$ cat src/rtl/uart_rx_param_if.sv
// Receive-side handshake bundle of uart_rx_param; PARITY_ERR exists only when
// UART_RX_PARITY_EN is defined.
// DATA/PARITY_ERR are stable while VALID=1; a word transfers on a cycle with VALID&&READY.
interface uart_rx_param_if #(
    parameter int DATA_BITS = 8
);
    logic [DATA_BITS-1:0] DATA;
    logic                 VALID;
    logic                 READY;
    logic                 FRAME_ERR;
    logic                 OVERRUN;
`ifdef UART_RX_PARITY_EN
    logic                 PARITY_ERR;
`endif

    modport master (
        output DATA, VALID, FRAME_ERR, OVERRUN,
`ifdef UART_RX_PARITY_EN
        output PARITY_ERR,
`endif
        input  READY
    );

    modport slave (
        input  DATA, VALID, FRAME_ERR, OVERRUN,
`ifdef UART_RX_PARITY_EN
        input  PARITY_ERR,
`endif
        output READY
    );
endinterface

$ cat src/rtl/uart_rx_param.sv
// Parametrised UART receiver with glitch rejection, framing/overrun pulses and a
// VALID/READY output. Optional parity check enabled by defining UART_RX_PARITY_EN.
module uart_rx_param #(
    parameter int CLKS_PER_BIT = 10417,
    parameter int DATA_BITS    = 8,
    parameter int STOP_BITS    = 1,
    parameter bit PARITY_ODD   = 1'b0
) (
    input  logic             CLK,
    input  logic             RST_N,
    input  logic             UART_RXD,
    uart_rx_param_if.master  rx,
    output logic [2:0]       dbg_state
);
    localparam int CW = $clog2(CLKS_PER_BIT);
    localparam int IW = $clog2(DATA_BITS);
    localparam logic [CW-1:0] HALF_M1  = CW'(CLKS_PER_BIT / 2 - 1);
    localparam logic [CW-1:0] BIT_M1   = CW'(CLKS_PER_BIT - 1);
    localparam logic [IW-1:0] IDX_LAST = IW'(DATA_BITS - 1);
    localparam logic          STOP_LAST = (STOP_BITS == 2);

    if (CLKS_PER_BIT < 4) begin : g_bad_cpb
        $error("CLKS_PER_BIT must be >= 4");
    end
    if (DATA_BITS < 5 || DATA_BITS > 9) begin : g_bad_db
        $error("DATA_BITS must be 5..9");
    end
    if (STOP_BITS < 1 || STOP_BITS > 2) begin : g_bad_sb
        $error("STOP_BITS must be 1 or 2");
    end
    if (PARITY_ODD > 1'b1) begin : g_bad_po
        $error("PARITY_ODD must be 0 or 1");
    end

    typedef enum logic [2:0] {
        S_IDLE   = 3'd0,
        S_START  = 3'd1,
        S_DATA   = 3'd2,
        S_STOP   = 3'd3,
        S_BREAK  = 3'd4
`ifdef UART_RX_PARITY_EN
        , S_PARITY = 3'd5
`endif
    } state_t;

    state_t               state, state_n;
    logic                 rxd_meta, rxd_s;
    logic [CW-1:0]        cnt;
    logic [IW-1:0]        bit_idx;
    logic                 stop_idx;
    logic [DATA_BITS-1:0] shreg;
    logic                 cnt_clr, shift_en, stop_adv, frame_ok, frame_bad;
`ifdef UART_RX_PARITY_EN
    logic                 par_en, par_q;
`endif

    assign dbg_state = state;

    // UART_RXD is asynchronous; idle-high reset value avoids a false start.
    always_ff @(posedge CLK or negedge RST_N) begin
        if (!RST_N) begin
            rxd_meta <= 1'b1;
            rxd_s    <= 1'b1;
        end else begin
            rxd_meta <= UART_RXD;
            rxd_s    <= rxd_meta;
        end
    end

    always_ff @(posedge CLK or negedge RST_N) begin
        if (!RST_N) state <= S_IDLE;
        else        state <= state_n;
    end

    always_comb begin
        state_n   = state;
        cnt_clr   = 1'b0;
        shift_en  = 1'b0;
        stop_adv  = 1'b0;
        frame_ok  = 1'b0;
        frame_bad = 1'b0;
`ifdef UART_RX_PARITY_EN
        par_en    = 1'b0;
`endif
        case (state)
            S_IDLE: if (!rxd_s) begin
                state_n = S_START;
                cnt_clr = 1'b1;
            end
            S_START: if (cnt == HALF_M1) begin
                cnt_clr = 1'b1;
                state_n = rxd_s ? S_IDLE : S_DATA;
            end
            S_DATA: if (cnt == BIT_M1) begin
                cnt_clr  = 1'b1;
                shift_en = 1'b1;
                if (bit_idx == IDX_LAST) begin
`ifdef UART_RX_PARITY_EN
                    state_n = S_PARITY;
`else
                    state_n = S_STOP;
`endif
                end
            end
`ifdef UART_RX_PARITY_EN
            S_PARITY: if (cnt == BIT_M1) begin
                cnt_clr = 1'b1;
                par_en  = 1'b1;
                state_n = S_STOP;
            end
`endif
            S_STOP: if (cnt == BIT_M1) begin
                cnt_clr = 1'b1;
                if (!rxd_s) begin
                    frame_bad = 1'b1;
                    state_n   = S_BREAK;
                end else if (stop_idx == STOP_LAST) begin
                    frame_ok = 1'b1;
                    state_n  = S_IDLE;
                end else begin
                    stop_adv = 1'b1;
                end
            end
            S_BREAK: if (rxd_s) state_n = S_IDLE;
            default: state_n = S_IDLE;
        endcase
    end

    always_ff @(posedge CLK or negedge RST_N) begin
        if (!RST_N) begin
            cnt      <= '0;
            bit_idx  <= '0;
            stop_idx <= 1'b0;
            shreg    <= '0;
        end else begin
            if (cnt_clr || state == S_IDLE || state == S_BREAK) cnt <= '0;
            else                                                cnt <= cnt + 1'b1;
            if (state == S_IDLE) begin
                bit_idx  <= '0;
                stop_idx <= 1'b0;
            end else begin
                if (shift_en) bit_idx <= (bit_idx == IDX_LAST) ? '0 : bit_idx + 1'b1;
                if (stop_adv) stop_idx <= 1'b1;
            end
            // LSB arrives first, so shifting right leaves it at bit 0.
            if (shift_en) shreg <= {rxd_s, shreg[DATA_BITS-1:1]};
        end
    end

`ifdef UART_RX_PARITY_EN
    always_ff @(posedge CLK or negedge RST_N) begin
        if (!RST_N)      par_q <= 1'b0;
        else if (par_en) par_q <= (^{shreg, rxd_s}) ^ PARITY_ODD;
    end
`endif

    always_ff @(posedge CLK or negedge RST_N) begin
        if (!RST_N) begin
            rx.DATA      <= '0;
            rx.VALID     <= 1'b0;
            rx.FRAME_ERR <= 1'b0;
            rx.OVERRUN   <= 1'b0;
`ifdef UART_RX_PARITY_EN
            rx.PARITY_ERR <= 1'b0;
`endif
        end else begin
            rx.FRAME_ERR <= frame_bad;
            rx.OVERRUN   <= 1'b0;
            if (rx.VALID && rx.READY) rx.VALID <= 1'b0;
            // A word still held un-consumed wins over the new one.
            if (frame_ok) begin
                if (!rx.VALID || rx.READY) begin
                    rx.DATA  <= shreg;
                    rx.VALID <= 1'b1;
`ifdef UART_RX_PARITY_EN
                    rx.PARITY_ERR <= par_q;
`endif
                end else begin
                    rx.OVERRUN <= 1'b1;
                end
            end
        end
    end
endmodule

$ cat src/flat_wrapper.sv
// flat-port wrapper written by rule: the top's interface ports become plain ports
module uart_rx_param_flat 
#(
    parameter int CLKS_PER_BIT = 10417,
    parameter int DATA_BITS    = 8,
    parameter int STOP_BITS    = 1,
    parameter bit PARITY_ODD   = 1'b0
)
  (CLK, RST_N, UART_RXD, dbg_state, rx_DATA, rx_VALID, rx_FRAME_ERR, rx_OVERRUN, rx_READY);
  uart_rx_param_if #(.DATA_BITS(DATA_BITS)) rx_i ();
  input  logic CLK;
  input  logic RST_N;
  input  logic UART_RXD;
  output logic [2:0] dbg_state;
  output wire logic [$bits(rx_i.DATA)-1:0] rx_DATA;
  output wire logic [$bits(rx_i.VALID)-1:0] rx_VALID;
  output wire logic [$bits(rx_i.FRAME_ERR)-1:0] rx_FRAME_ERR;
  output wire logic [$bits(rx_i.OVERRUN)-1:0] rx_OVERRUN;
  input wire logic [$bits(rx_i.READY)-1:0] rx_READY;
  assign rx_DATA = rx_i.DATA;
  assign rx_VALID = rx_i.VALID;
  assign rx_FRAME_ERR = rx_i.FRAME_ERR;
  assign rx_OVERRUN = rx_i.OVERRUN;
  assign rx_i.READY = rx_READY;
  uart_rx_param #(.CLKS_PER_BIT(CLKS_PER_BIT), .DATA_BITS(DATA_BITS), .STOP_BITS(STOP_BITS), .PARITY_ODD(PARITY_ODD)) u_core (.CLK(CLK), .RST_N(RST_N), .UART_RXD(UART_RXD), .rx(rx_i), .dbg_state(dbg_state));
endmodule
$ cat config.mk
export PLATFORM = sky130hd
export DESIGN_NAME = uart_rx_param_flat
export DESIGN_NICKNAME = d
export VERILOG_FILES = /design/src/rtl/uart_rx_param_if.sv /design/src/rtl/uart_rx_param.sv /design/src/flat_wrapper.sv
export SDC_FILE = /design/constraint.sdc
export NUM_CORES = 1
export LEC_CHECK = 0
export BUFFER_PORTS_ARGS = -buffer_cell sky130_fd_sc_hd__clkbuf_2
export CAP_MARGIN = 5
export CORE_AREA = 2 2 63 65
export DETAILED_ROUTE_END_ITERATION = 7
export DIE_AREA = 0 0 65 67
export MAX_ROUTING_LAYER = met4
export PLACE_DENSITY_LB_ADDON = 0.25
export SYNTH_ARGS = -nofsm -noshare
export SYNTH_HDL_FRONTEND = slang
export SYNTH_SLANG_ARGS = --single-unit
$ cat constraint.sdc
create_clock -name CLK -period 7.2 [get_ports CLK]
set_clock_uncertainty 0.15 [all_clocks]
set_input_delay 0.72 -clock CLK [delete_from_list [all_inputs] [get_ports CLK]]
set_output_delay 0.72 -clock CLK [all_outputs]
set_load 0.05 [all_outputs]
Word level (Yosys, flattened, before mapping)
Index checks and enable logic that the tools add are counted.
Storage, ports and cells
  register bits after elaboration: 42
  input bits: 4
  output and inout port bits: 14
  logic and storage cells: 74
Operators by class
  $add $sub $neg: 2
  eq/ne operators: 14
  muxes and demuxes: 36
  reductions and logical operators: 11
Operators by type and width (number)
  $mux 3: 11
  $mux 1: 21
  $pmux 3 s5: 1
  $add 14x1->14 const B: 1
  $eq 14x13->1 const B: 1
  $eq 14x14->1 const B: 1
  $mux 14: 1
  $ne 2x1->1 const B: 5
  $reduce_and 7->1: 1
  $eq 3x2->1 const B: 2
  $eq 3x3->1 const B: 2
  $reduce_bool 2->1: 2
  $add 3x1->3 const B: 1
  $eq 3x1->1 const B: 1
  $logic_not 3->1: 1
  $logic_or 1x1->1: 3
  $ne 3x3->1 const B: 1
  $pmux 1 s3: 1
  $mux 2: 1
  $ne 2x2->1 const B: 1
  $reduce_and 2->1: 1
  $reduce_or 2->1: 1
  $logic_and 1x1->1: 1
  $logic_not 1->1: 1

Depth between registers and ports, before layout
  depth in word-level cells: 6
  gate-level depth with buffers: 8
  gate-level depth less buffers: 7

Least setup slack after synthesis
OpenSTA, ideal clock, no wires.
  kind: register -> register
  from: register u_core.cnt[3]
  to: register u_core.bit_idx[0]
  library setup time: 0.125 ns
  arrival time: 2.053 ns
  path slack: 4.872 ns
  stages on the path, launching flop included: 7
  path through: dfrtp_1 > or3_4 > nor4_4 > nand2_2 > or3_4 > buf_6 > mux2_4
On the way
  cells in the longest elaborated chain, start to end: 4
Ends and longest elaborated chain
  from (decl): line uart_rx_param.sv:48  | logic [CW-1:0] cnt;
  from (signal assigned): line uart_rx_param.sv:137  | else cnt <= cnt + 1'b1;
  $eq 14x14->1: line uart_rx_param.sv:94  | S_DATA: if (cnt == BIT_M1) begin
  $mux 1: line uart_rx_param.sv:94
  $mux 1: line uart_rx_param.sv:85  | case (state)
  $reduce_bool 2->1 (no line)
  to (signal assigned): line uart_rx_param.sv:142  | if (shift_en) bit_idx <= (bit_idx == IDX_LAST) ? '0 : bit_idx + 1'b1;
  to (decl): line uart_rx_param.sv:49  | logic [IW-1:0] bit_idx;
Every way passes these cells.
A chain may end at the register's enable or synchronous reset.

Worst setup path after layout
  from: register u_core.cnt[3]
  to: register u_core.cnt[10]
On the way
  cells in the longest elaborated chain, start to end: 6
Ends and longest elaborated chain
  $eq 14x14->1 / $eq 14x13->1 (equally long branches): line uart_rx_param.sv:94, uart_rx_param.sv:112, uart_rx_param.sv:90
  $mux 1, on equally long branches: line uart_rx_param.sv:94, uart_rx_param.sv:112, uart_rx_param.sv:90
  $pmux 1 s3: line uart_rx_param.sv:85
  $logic_or 1x1->1 (2 in series): line uart_rx_param.sv:136  | if (cnt_clr || state == S_IDLE || state == S_BREAK) cnt <= '0;
  $mux 14 (*): line uart_rx_param.sv:136
Every way passes the cells marked *; elsewhere a longest branch is shown, timed or not.

==> flow_summary.yaml <==
worst_setup_path:
  crit_path_start_kind: "register"
  crit_start: "u_core.cnt[3]"
  cp.arrival_ns: 2.65
  worstPathMaxFanout: 14
  worstSetupPathType: "register to register"
  critPathRequiredTime_ns: 7.19
  r2r_start: "u_core.cnt[3]"
  rrSetupSlack_ns: 4.54
  critPathCaptureType: "register"
grt:
  grt_pass1_vias: 1238
  grt_usage: 0.179
  grt_max_degree: 43
  antenna_found_initial: 0
  grt_overflow: 0
  grt_first_pass_wirelength_um: 5640
routing:
  wl_per_cell_um: 13.8
  routed_wirelength_um: 3190
  num_vias: 1250
  drc_errors: 0
  firstDrtPassIters: 4
  drt-initial-drc-count: 37
  vias_per_cell: 5.41
  ant_nets: 0
timing:
  drv_slew: 0
  setup_tns_ns: 0
  rsz0062_at_grt: "no"
  relSlewSlack: 0.320
  hold_violations: 0
  setup_viol: 0
  period_needed_ns: 2.66
  worstMarginPinSlew_ns: 1.02
  fin_crit_sh: 0.369
  clock.fmax_ghz: 0.376
synthesis:
  synth_top_area_cell: "dfrtp_1"
  ys_warn_count: 0
  synthCells: 164
  syn_nets: 172
  synth_area_per_cell_sq_um: 12.0
  synth_edf_count: 0
  syn_area_sq_um: 1960
  yosysMostFrequentCell: "dfrtp_1"
  netlist.area_leader.share: 0.510
  synth_area_leaders: "dfrtp_1 51%, mux2_4 7.6%, mux2_2 5.2%, nor2_1 4.6%, xnor2_1 3.6%"
  synth_seq_cells: 42
  ys_seq_area_frac: 0.536
  synth_async_sr_flop_share: 1.00
  ys.flop_type: "dfrtp_1"
  synth_common_cells: "40 x dfrtp_1, 24 x nor2_1, 10 x mux2_4, 9 x mux2_2, 8 x xnor2_1"
  synthDistinctLibCells: 36
floorplanning:
  die_area_sq_um: 4360
  die_y_um: 67
  io_pins: 18
  fp.coreArea_sq_um: 3610
  die_w_um: 65
  initial_core_util: 0.545
  placementRows: 22
clocking:
  postCtsSetupBuffers: 0
  tritoncts: "built"
  clk_pin_slew_worst_paths_ns: 0.08
  cts_buffers: 5
  clockBufferDepth: 2
  cts.sinks: 42
  clk_latency_ns: 0.30
  root_buffer: "clkbuf_8"
  cts.repair.resized: 0
  htree_levels: 2
  hold_buffers: 0
pwr:
  pwr_density_cell_nw_per_um2: 182
  peakVddDrop_uv: 139
  leakage_nw: 1.08
finish:
  final_cell_count_no_fill: 231
  nFillCells: 299
  syn2layout_area_growth_pct: 10.5
  nets: 190
  drive_above_1_share: 0.273
  n_antenna_cell: 0
place:
  place_inst: 223
  port_buffers: 17
  gp_congestion: 0.867
  dp_hpwl_um: 2320
worst_hold_path:
  hp-class: "register to register"
  hold_start: "u_core.rxd_meta"
run:
  drv_cap: 0
outcome:
  status: "complete, no violations"
[cell usage in the layout, fill, tap and decap left out, types with 2 or more instances in the layout]
master	count
dfrtp_1	40
nor2_1	24
clkbuf_2	17
mux2_4	10
mux2_2	9
xnor2_1	8
nor2b_1	7
nand2_1	5
inv_1	5
clkbuf_8	5
nand2b_1	4
nand4_1	4
xor2_1	4
nand3_1	4
and3_1	4
ha_1	4
nand4bb_1	3
or3_4	2
nor4_1	2
nor3_1	2
o21ai_0	2
dfstp_2	2
[kinds of logic after synthesis]
| logic type | Yosys count | synth area share |
|---|---|---|
| compound gates | 10 | 0.0369 |
| xor+xnor | 12 | 0.0535 |
| fa+ha+maj | 4 | 0.0255 |
| buf+inv | 11 | 0.0261 |
| flops | 42 | 0.536 |
| mux | 19 | 0.128 |
| simple gates | 66 | 0.194 |
[worst max-delay path, cell delays in order, from the launching register on]
cell and delay [ns]:
dfrtp_1 0.42, or3_4 0.42, nor4_4 0.44, a22oi_1 0.15, o22ai_1 0.79, nor2_1 0.13
[metal layers]
metal | vias up | global-route usage | routed length (um)
li1 | 600 | - | -
met1 | 622 | 0.204 | 1350
met2 | 22 | 0.295 | 1640
met3 | 6 | 0.0574 | 142
met4 | 0 | 0.0718 | 56
met5 | - | - | 0
[where the power goes]
| part | internal [mW] | switching [mW] |
|---|---|---|
| Clock | 0.0699 | 0.0835 |
| Combinational | 0.000925 | 0.00440 |
| Sequential | 0.237 | 0.000624 |
[per-stage QoR]
stage / total power, mW / hold WS [ns] / util / area, sq um / worst slack, ns
floorplan: 0.242 / 0.195 / - / 1960 / 4.87
global placement: 0.247 / 0.195 / 0.576 / 2080 / 4.61
detailed placement: 0.248 / 0.198 / 0.576 / 2080 / 4.57
CTS: 0.404 / 0.210 / 0.602 / 2170 / 4.53
global route: 0.413 / 0.212 / 0.602 / 2170 / 4.32
finish: 0.396 / 0.209 / 0.602 / 2170 / 4.54
[state kept, by name, summed over array words and instances (netlist names)]
register	count
u_core.cnt	14
u_core.rx.DATA	8
u_core.shreg	8
u_core.bit_idx	3
u_core.dbg_state	3
u_core.rx.FRAME_ERR	1
u_core.rx.OVERRUN	1
u_core.rx.VALID	1
u_core.rxd_meta	1
u_core.rxd_s	1
u_core.stop_idx	1
[final timing paths]
path,to,cells past startpoint
hold reg to reg,u_core.rxd_s,0
hold / removal,u_core.rxd_s,0
max in group asynchronous,u_core.cnt[3],1
min in group asynchronous,u_core.bit_idx[2],1
setup reg to reg,u_core.cnt[10],5
setup / recovery,u_core.cnt[10],5
[cell type report]
class                   count  area [sq um]  share of cell area
flip-flops and latches     42          1050               0.485
multi-input cells         111           860               0.396
repair buffers             17          85.1              0.0392
clock buffers               5          68.8              0.0317
well taps                  48          60.1              0.0277
clock inverters             3          25.0              0.0115
inverters                   5          18.8             0.00865
Power figures use the tool's default switching activity.
